`config.mk`:
```
export PLATFORM = sky130hd
export DESIGN_NAME = ddr4_cmd_queue
export DESIGN_NICKNAME = d
export VERILOG_FILES = /design/src/rtl/ddr4_pkg.sv /design/src/rtl/ddr4_sync_fifo.sv /design/src/rtl/ddr4_cmd_queue.sv
export SDC_FILE = /design/constraint.sdc
export NUM_CORES = 1
export LEC_CHECK = 0
export CAP_MARGIN = 30
export CORE_UTILIZATION = 62
export CTS_CLUSTER_DIAMETER = 80
export CTS_CLUSTER_SIZE = 8
export DETAILED_ROUTE_END_ITERATION = 8
export DONT_BUFFER_PORTS = 1
export PLACE_DENSITY = 0.79
export SETUP_SLACK_MARGIN = 0.1
export SYNTH_ARGS = -nofsm -noshare
export SYNTH_HDL_FRONTEND = slang
export SYNTH_SLANG_ARGS = --single-unit
```
`constraint.sdc`:
```
create_clock -name clkin -period 3.8 [get_ports clkin]
set_clock_uncertainty 0.1 [all_clocks]
set_input_delay 0.76 -clock clkin [delete_from_list [all_inputs] [get_ports clkin]]
set_output_delay 0.76 -clock clkin [all_outputs]
set_load 0.02 [all_outputs]
```
`src/rtl/ddr4_pkg.sv`:
```
// ---------------------------------------------------------------------------
// ddr4_pkg
// Shared definitions for the DDR4 host request path and ddr4_cont.
//   CA_W       : command address width ([30:29] bank group, [28:27] bank,
//                [26:0] row/column)
//   DQ_W       : data width of one read/write beat
//   q_state_t  : command-queue replay FSM states
//   req_t      : one queued host request {wr, addr, wdat}
// ---------------------------------------------------------------------------
package ddr4_pkg;

  localparam int CA_W = 31;
  localparam int DQ_W = 4;

  typedef enum logic [1:0] {
    IDLE  = 2'd0,
    ISSUE = 2'd1,
    GAP   = 2'd2
  } q_state_t;

  typedef struct packed {
    logic            wr;
    logic [CA_W-1:0] addr;
    logic [DQ_W-1:0] wdat;
  } req_t;

endpackage

```
`src/rtl/ddr4_sync_fifo.sv`:
```
// ---------------------------------------------------------------------------
// ddr4_sync_fifo
// Single-clock FIFO of req_t entries with first-word-fall-through output.
//   i_clk    : clock
//   i_srst   : synchronous active-high reset (flushes pointers and count)
//   i_push   : write i_din (ignored when full)
//   i_din    : entry to write
//   i_pop    : discard the head entry (ignored when empty)
//   o_dout   : current head entry, valid while o_empty = 0
//   o_full   : o_count == DEPTH
//   o_empty  : o_count == 0
//   o_count  : registered occupancy
// DEPTH must be a power of two so the pointers wrap by plain overflow.
// ---------------------------------------------------------------------------
module ddr4_sync_fifo
  import ddr4_pkg::*;
#(
  parameter int DEPTH = 4,
  parameter int CNT_W = $clog2(DEPTH + 1)
) (
  input  logic             i_clk,
  input  logic             i_srst,
  input  logic             i_push,
  input  req_t             i_din,
  input  logic             i_pop,
  output req_t             o_dout,
  output logic             o_full,
  output logic             o_empty,
  output logic [CNT_W-1:0] o_count
);

  localparam int PTR_W = (DEPTH > 1) ? $clog2(DEPTH) : 1;

  req_t             r_mem [DEPTH];
  logic [PTR_W-1:0] r_wr_ptr;
  logic [PTR_W-1:0] r_rd_ptr;
  logic [CNT_W-1:0] r_count;

  logic w_do_push;
  logic w_do_pop;

  assign o_full    = (r_count == CNT_W'(DEPTH));
  assign o_empty   = (r_count == '0);
  assign o_count   = r_count;
  assign o_dout    = r_mem[r_rd_ptr];

  assign w_do_push = i_push && !o_full;
  assign w_do_pop  = i_pop && !o_empty;

  // Storage carries no reset; only the pointers define what is valid.
  always_ff @(posedge i_clk) begin
    if (w_do_push) begin
      r_mem[r_wr_ptr] <= i_din;
    end
  end

  always_ff @(posedge i_clk) begin
    if (i_srst) begin
      r_wr_ptr <= '0;
      r_rd_ptr <= '0;
      r_count  <= '0;
    end else begin
      if (w_do_push) begin
        r_wr_ptr <= r_wr_ptr + PTR_W'(1);
      end
      if (w_do_pop) begin
        r_rd_ptr <= r_rd_ptr + PTR_W'(1);
      end
      // Simultaneous push and pop leaves the count unchanged.
      case ({w_do_push, w_do_pop})
        2'b10:   r_count <= r_count + CNT_W'(1);
        2'b01:   r_count <= r_count - CNT_W'(1);
        default: r_count <= r_count;
      endcase
    end
  end

endmodule

```
`src/rtl/ddr4_cmd_queue.sv`:
```
// ---------------------------------------------------------------------------
// ddr4_cmd_queue
// Host request queue upstream of ddr4_cont. Buffers read/write requests and
// replays each one as a level-held crd/cwr for HOLD_CYC cycles, followed by
// GAP_CYC idle cycles. Read data is sampled from crdat inside the hold window
// and returned to the host as a one-cycle rvalid pulse.
//   clkin  : clock
//   crst   : synchronous active-high reset (flushes queue, aborts command)
//   hvalid/hready/hwr/haddr/hwdat : host request handshake and payload
//   rvalid/rdat : read response pulse and data
//   crd/cwr/ca/cwdat : command to ddr4_cont (registered)
//   crdat  : read data from ddr4_cont
//   qlevel : queue occupancy (registered)
// ---------------------------------------------------------------------------
module ddr4_cmd_queue
  import ddr4_pkg::*;
#(
  parameter int DEPTH    = 4,
  parameter int HOLD_CYC = 30,
  parameter int GAP_CYC  = 2,
  parameter int RD_LAT   = 20,
  parameter int LVL_W    = $clog2(DEPTH + 1)
) (
  input  logic             clkin,
  input  logic             crst,
  input  logic             hvalid,
  output logic             hready,
  input  logic             hwr,
  input  logic [CA_W-1:0]  haddr,
  input  logic [DQ_W-1:0]  hwdat,
  output logic             rvalid,
  output logic [DQ_W-1:0]  rdat,
  output logic             crd,
  output logic             cwr,
  output logic [CA_W-1:0]  ca,
  output logic [DQ_W-1:0]  cwdat,
  input  logic [DQ_W-1:0]  crdat,
  output logic [LVL_W-1:0] qlevel
);

  localparam int TMR_MAX = (HOLD_CYC > GAP_CYC) ? HOLD_CYC : GAP_CYC;
  localparam int TMR_W   = $clog2(TMR_MAX + 1);
  // Timer value seen during the ISSUE cycle whose 1-based index is RD_LAT.
  localparam logic [TMR_W-1:0] CAP_TMR = TMR_W'(HOLD_CYC - RD_LAT);

  q_state_t         r_state;
  logic [TMR_W-1:0] r_timer;
  logic             r_crd;
  logic             r_cwr;
  logic [CA_W-1:0]  r_ca;
  logic [DQ_W-1:0]  r_cwdat;
  logic [DQ_W-1:0]  r_rdat;
  logic             r_rvalid;
  logic             r_rd_pend;

  req_t             w_din;
  req_t             w_head;
  logic             w_full;
  logic             w_empty;
  logic             w_push;
  logic             w_pop;
  logic [LVL_W-1:0] w_count;

  // Ready looks only at the registered count, so a full queue refuses a
  // push even in a cycle where the FSM is popping.
  assign hready = !crst && !w_full;
  assign w_push = hvalid && hready;
  assign w_pop  = (r_state == IDLE) && !w_empty;
  assign w_din  = '{wr: hwr, addr: haddr, wdat: hwdat};

  ddr4_sync_fifo #(
    .DEPTH (DEPTH),
    .CNT_W (LVL_W)
  ) u_fifo (
    .i_clk   (clkin),
    .i_srst  (crst),
    .i_push  (w_push),
    .i_din   (w_din),
    .i_pop   (w_pop),
    .o_dout  (w_head),
    .o_full  (w_full),
    .o_empty (w_empty),
    .o_count (w_count)
  );

  always_ff @(posedge clkin) begin
    if (crst) begin
      r_state   <= IDLE;
      r_timer   <= '0;
      r_crd     <= 1'b0;
      r_cwr     <= 1'b0;
      r_ca      <= '0;
      r_cwdat   <= '0;
      r_rdat    <= '0;
      r_rvalid  <= 1'b0;
      r_rd_pend <= 1'b0;
    end else begin
      // The capture edge arms r_rd_pend; the pulse appears one cycle later.
      r_rvalid  <= r_rd_pend;
      r_rd_pend <= 1'b0;
      case (r_state)
        IDLE: begin
          if (!w_empty) begin
            r_crd   <= !w_head.wr;
            r_cwr   <= w_head.wr;
            r_ca    <= w_head.addr;
            r_cwdat <= w_head.wdat;
            r_timer <= TMR_W'(HOLD_CYC - 1);
            r_state <= ISSUE;
          end
        end
        ISSUE: begin
          // r_crd is high for the whole window of a read, so it doubles as
          // the "this command is a read" flag.
          if (r_crd && (r_timer == CAP_TMR)) begin
            r_rdat    <= crdat;
            r_rd_pend <= 1'b1;
          end
          if (r_timer == '0) begin
            r_crd   <= 1'b0;
            r_cwr   <= 1'b0;
            r_timer <= TMR_W'(GAP_CYC - 1);
            r_state <= GAP;
          end else begin
            r_timer <= r_timer - TMR_W'(1);
          end
        end
        GAP: begin
          // ca/cwdat keep their last values through the gap.
          if (r_timer == '0) begin
            r_state <= IDLE;
          end else begin
            r_timer <= r_timer - TMR_W'(1);
          end
        end
        default: begin
          r_state <= IDLE;
        end
      endcase
    end
  end

  assign crd    = r_crd;
  assign cwr    = r_cwr;
  assign ca     = r_ca;
  assign cwdat  = r_cwdat;
  assign rdat   = r_rdat;
  assign rvalid = r_rvalid;
  assign qlevel = w_count;

endmodule

```
==> results of run 1 <==
==> registers in the layout, summed over array words and instances (netlist names), 2 cells and up, named ones only <==
| name | cells |
|---|---|
| r_state | 2 |
| cwdat | 4 |
| u_fifo.r_mem | 144 |
| u_fifo.o_count | 3 |
| ca | 31 |
| rdat | 4 |
| r_timer | 5 |
| u_fifo.r_rd_ptr | 2 |
| u_fifo.r_wr_ptr | 2 |
==> layout make-up <==
type                       instances  area share, %
sequential                       203           63.5
timing repair buffer               8          0.980
multi-input combinational        239           23.2
clock inverter                     2          0.303
clock buffer                      52           9.36
tap                              147           2.12
inverter                          14          0.606
==> cell families after synthesis <==
family / Yosys count
DFF: 203
AOI/OAI and AO/OA: 65
adders and majority gates: 13
and+or+nand+nor: 115
xor gates and xnor gates: 5
muxes: 41
buffers and inverters: 39
==> worst paths after layout <==
| kind | from | to | slack [ns] | cells past startpoint |
|---|---|---|---|---|
| hold / removal | haddr[3] | u_fifo.r_mem[3][7] | 0.23 | 0 |
| setup / recovery | u_fifo.o_count[0] | u_fifo.o_count[2] | 0.79 | 9 |
| hold reg to reg | r_rd_pend | rvalid | 0.34 | 1 |
| setup reg to reg | u_fifo.o_count[0] | u_fifo.o_count[2] | 0.79 | 9 |
==> cell usage in the layout (no fill, tap or decap), types with 2 or more instances in the layout <==
| cell | count |
|---|---|
| mux2i_1 | 4 |
| a21oi_1 | 43 |
| a21o_1 | 2 |
| or3_1 | 2 |
| nor4_1 | 2 |
| mux4_2 | 36 |
| clkbuf_1 | 23 |
| xnor2_1 | 2 |
| clkbuf_16 | 29 |
| nor3_1 | 3 |
| o21ai_0 | 5 |
| edfxtp_1 | 144 |
| ha_1 | 12 |
| dfxtp_1 | 57 |
| dfxtp_2 | 2 |
| inv_1 | 14 |
| nand4b_1 | 2 |
| a211o_1 | 2 |
| a211oi_1 | 3 |
| buf_4 | 6 |
| nand2_1 | 74 |
| nor2_1 | 14 |
| xor2_1 | 3 |
| nor4b_1 | 2 |
| buf_12 | 2 |
| and2_2 | 4 |
==> metrics by stage <==
step                      utilization [%]  cells  instance area, µm²
final                                72.3    665                8680
after global routing                 72.3    665                8680
after CTS                            72.3    665                8680
after detailed placement             65.3    611                7840
after global placement               65.3    611                7840
after floorplan                         -    481                7650
==> critical path, stage by stage (launching register included) <==
cell and delay [ns]:
dfxtp_1 0.60, nor2_1 0.14, a211oi_1 0.89, inv_1 0.12
ha_1 0.27, inv_1 0.07, fa_1 0.17, xor2_1 0.09
or3_1 0.34, a21oi_1 0.15
==> synth_stat cells (3+ instances only) <==
cell      count  area, µm²
dfxtp_1      59       1180
nor3_1        3       15.0
xor2_1        3       26.3
clkbuf_1     17       63.8
a211oi_1      3       22.5
inv_1        14       52.6
edfxtp_1    144       4320
ha_1         12        150
a21oi_1      43        215
nor2_1       14       52.6
buf_2         6       30.0
mux2i_1       4       40.0
o21ai_0       5       25.0
and2_1        4       25.0
mux4_2       36        811
nand2_1      74        278
==> report_power, final <==
part | switching [mW] | leakage (nW) | internal (mW)
Sequential | 0.448 | 1.79 | 2.66
Combinational | 0.788 | 0.684 | 0.650
Clock | 0.872 | 0.399 | 1.43
Total | 2.11 | 2.87 | 4.74
==> routing by layer <==
layer / up-vias / track usage (%)
met4: 0 / 7.89
met2: 131 / 39.3
met3: 22 / 6.37
li1: 1844 / -
met5: - / 0
met1: 1991 / 27.0
==> run metrics, run 1 <==
vias after detailed routing 3,988; DR WL/cell roughly 21 µm; H-tree Lvls 1; area of the core about 12,000 µm²; Slew @ Worst Pin roughly 1 ns; largest net degree at the start of global routing 63; Adder-Cell Fraction of Synth Area ~2.2%; Leak between 2 and 3 nW; Clk Latency, worst-skew pair between 0.5 and 0.6 ns; WL final about 14 mm; drt first-iter violations around 260; initial core utilization between 60% and 70%; layout cells sized above 1 approximately 17%; vias per cell 6.00; TritonCTS clock tree built; ys flop type edfxtp_1; syn_nets about 540; Slew headroom a little under a third; Multi-input gate area 2010 µm²; max-slew violations 0; clock-pin slew on the worst setup and hold paths around 0.050 ns; Total GRT Usage between 20 and 25%; P&R area growth vs syn 13.4%; post-synthesis compound-gate area fraction 4.99%; clock sink count approximately 200; XOR/XNOR Fraction of Synth Area less than 1%; WL met1 between 5 and 6 mm; mux contribution to synthesized area 11.3%; RSZ-0062 raised after global routing false; register area ~5500 µm²; Final Hold Vio Count 0; pre-CTS WS 0.870 ns; Final HPWL DP slightly above 8 mm; share of flip-flops with an asynchronous set or reset 0%; fin nets ~550; routed wl met2 just over 7 mm; Post-CTS Hold Fix Bufs 0; Worst VDD drop ~0.00053 V; worst endpoint data arrival time about 3.4 ns; DRC 0; crit end category flop; worst path required time between 4 and 5 ns; critical path type reg -> reg; Yosys reg bits just over 200; fillcell total 739; PostCTS Resize Cnt 0; Post-DRT Antenna Nets 0; crit path max fanout 8; Final period util between 70% and 80%; Fin Setup TNS 0 ns; Inserted Diodes 0; vias in the first global route roughly 4,200; die width about 110 µm; buffer count from post-CTS setup fixing 0; synthesized area per cell ~16 µm²; Port Buffer Count 0; I/O pin cnt 89; Syn. warnings 0; number of synthesized flops with an enable pin between 100 and 150; post-synthesis cell count 481; PD cells roughly 790 nW/µm²; Netlist cell types 47; total CTS buffers 29; GRT Residual Overflow 0; wire length on met3 around 1.1 mm; post-synthesis simple-gate area fraction under 10%; Longest Clk Path Bufs 3; routability cong. 0.856; CP startpoint kind flop; die area about 13,000 µm²; Root Driver clkbuf_16; Final setup violation count 0; initial antenna violation count 0; main combinational cell family by area after synthesis multiplexers; Total Power 6.85 mW; highest metal used met4; Max Cap Viol 0; Mapped Area 7650 µm²; HP Class in -> reg; Fmax 332 MHz; Final WS setup between 0.7 and 0.8 ns; register area share after synthesis roughly 72%; die height around 110 µm; first-pass GRT wire length about 22 mm; status complete, no violations; Placement Rows 40; First-pass DRT Iterations 4; final hold slack 0.228 ns; min Tclk post-route roughly 3.0 ns
(Power assumes the default switching activity.)
==> run 2, diff against run 1 <==
clock period = 3.1 ns   (was 3.8 ns; I/O delays follow)
==> run metrics, run 2 (synthesis results as in run 1) <==
drt first-iter violations around 200; DR WL/cell roughly 21 µm; largest net degree at the start of global routing 63; total CTS buffers 29; initial antenna violation count 0; Root Driver clkbuf_16; vias after detailed routing about 4,000; layout cells sized above 1 roughly 18%; Final Hold Vio Count 0; max-slew violations 0; Leak between 2 and 3 nW; Slew headroom between 50% and 60%; Total Power around 8.4 mW; GRT Residual Overflow 0; Total GRT Usage 23.1%; die width between 100 and 150 µm; Final HPWL DP 8.47 mm; routability cong. 0.838; Final setup violation count 0; Slew @ Worst Pin roughly 0.67 ns; worst endpoint data arrival time 2.85 ns; vias in the first global route roughly 4,400; I/O pin cnt roughly 90; First-pass DRT Iterations 4; Port Buffer Count 0; crit end category flop; Clk Latency, worst-skew pair around 0.52 ns; Placed Instance Area 7890 µm²; Post-CTS Hold Fix Bufs 0; die height between 100 and 150 µm; Largest Register u_fifo.r_mem; Fmax between 300 and 400 MHz; H-tree Lvls 1; P&R area growth vs syn 13.8%; Final period util between 80 and 90%; initial core utilization between 60% and 70%; HP Class in -> reg; Fin Setup TNS 0 ns; max reg flops approximately 140; Finished Cell Area 8710 µm²; PD cells roughly 970 nW/µm²; first-pass GRT wire length approximately 22 mm; buffer count from post-CTS setup fixing 0; most common cell after layout, fill and taps aside edfxtp_1; commonest cells after routing, fill and taps aside edfxtp_1 (144), nand2_1 (74), dfxtp_1 (57); WL final around 14 mm; TritonCTS clock tree built; PostCTS Resize Cnt 0; area of the core 12,000 µm²; status complete, no violations; die area about 13,000 µm²; Worst VDD drop roughly 0.00072 V; Placement Rows 40; clock-pin slew on the worst setup and hold paths 0.05 ns; reg2reg start u_fifo.o_count[0]; CP startpoint kind flop; Post-DRT Antenna Nets 0; Inserted Diodes 0; hold path startpoint crst; DRC 0; min Tclk post-route about 2.5 ns; Longest Clk Path Bufs 3; crit path max fanout 8; clock sink count between 200 and 250; RSZ-0062 raised after global routing false; worst path required time 3.45 ns; Max Cap Viol 0; fin nets about 560; vias per cell between 6 and 7; start point of the critical path u_fifo.o_count[0]; critical path type reg -> reg
run 2: changes by cell type in the layout (fill, tap and decap cells not counted), sizes merged:
cell,before,now
buf,8,14
clkbuf,52,51
run 2: worst paths after layout:
kind / to / slack (ns) / cells after the start
worst min register to register: rvalid / 0.33 / 1
worst max register to register: u_fifo.o_count[2] / 0.60 / 10
worst min-delay path: ca[11] / 0.07 / 1
worst max-delay path: u_fifo.o_count[2] / 0.60 / 10
run 2: final cells by class:
type | instances | area [µm²]
clock buffers | 51 | 808
flip-flops and latches | 203 | 5510
clock inverters | 2 | 15.0
repair buffers | 14 | 130
fillers | 726 | 3300
multi-input cells | 239 | 2010
inverters | 14 | 52.6
well taps | 147 | 184
run 2: through the flow:
stage | setup WS [ns] | hold WS [ns] | util [%] | std cells
after floorplan | 0.328 | 0.314 | - | 481
after global placement | 0.822 | 0.318 | 65.6 | 617
after detailed placement | 0.614 | 0.330 | 65.6 | 617
after CTS | 0.584 | 0.0506 | 72.5 | 670
after global routing | 0.428 | 0.0412 | 72.5 | 670
final | 0.596 | 0.0655 | 72.5 | 670
run 2: critical path, stage by stage, from the launching register on:
cell and delay, ns:
dfxtp_1 0.61, nor2_1 0.13, a211oi_1 0.29, buf_4 0.20, inv_1 0.05, ha_1 0.22, inv_1 0.09, fa_1 0.18
xor2_1 0.09, or3_1 0.32, a21oi_1 0.15
run 2: metal layers:
metal / up-vias / track usage (%) / routed length (µm)
li1: 1865 / - / -
met1: 2080 / 26.3 / 5270
met2: 138 / 40.4 / 7440
met3: 24 / 7.45 / 1130
met4: 0 / 9.39 / 315
met5: - / 0 / 0
run 2: power by group:
part	internal, mW	switching, mW	leakage (nW)
Combinational	0.831	1.01	0.716
Sequential	3.26	0.537	1.79
Clock	1.74	1.05	0.392
Total	5.83	2.59	2.90
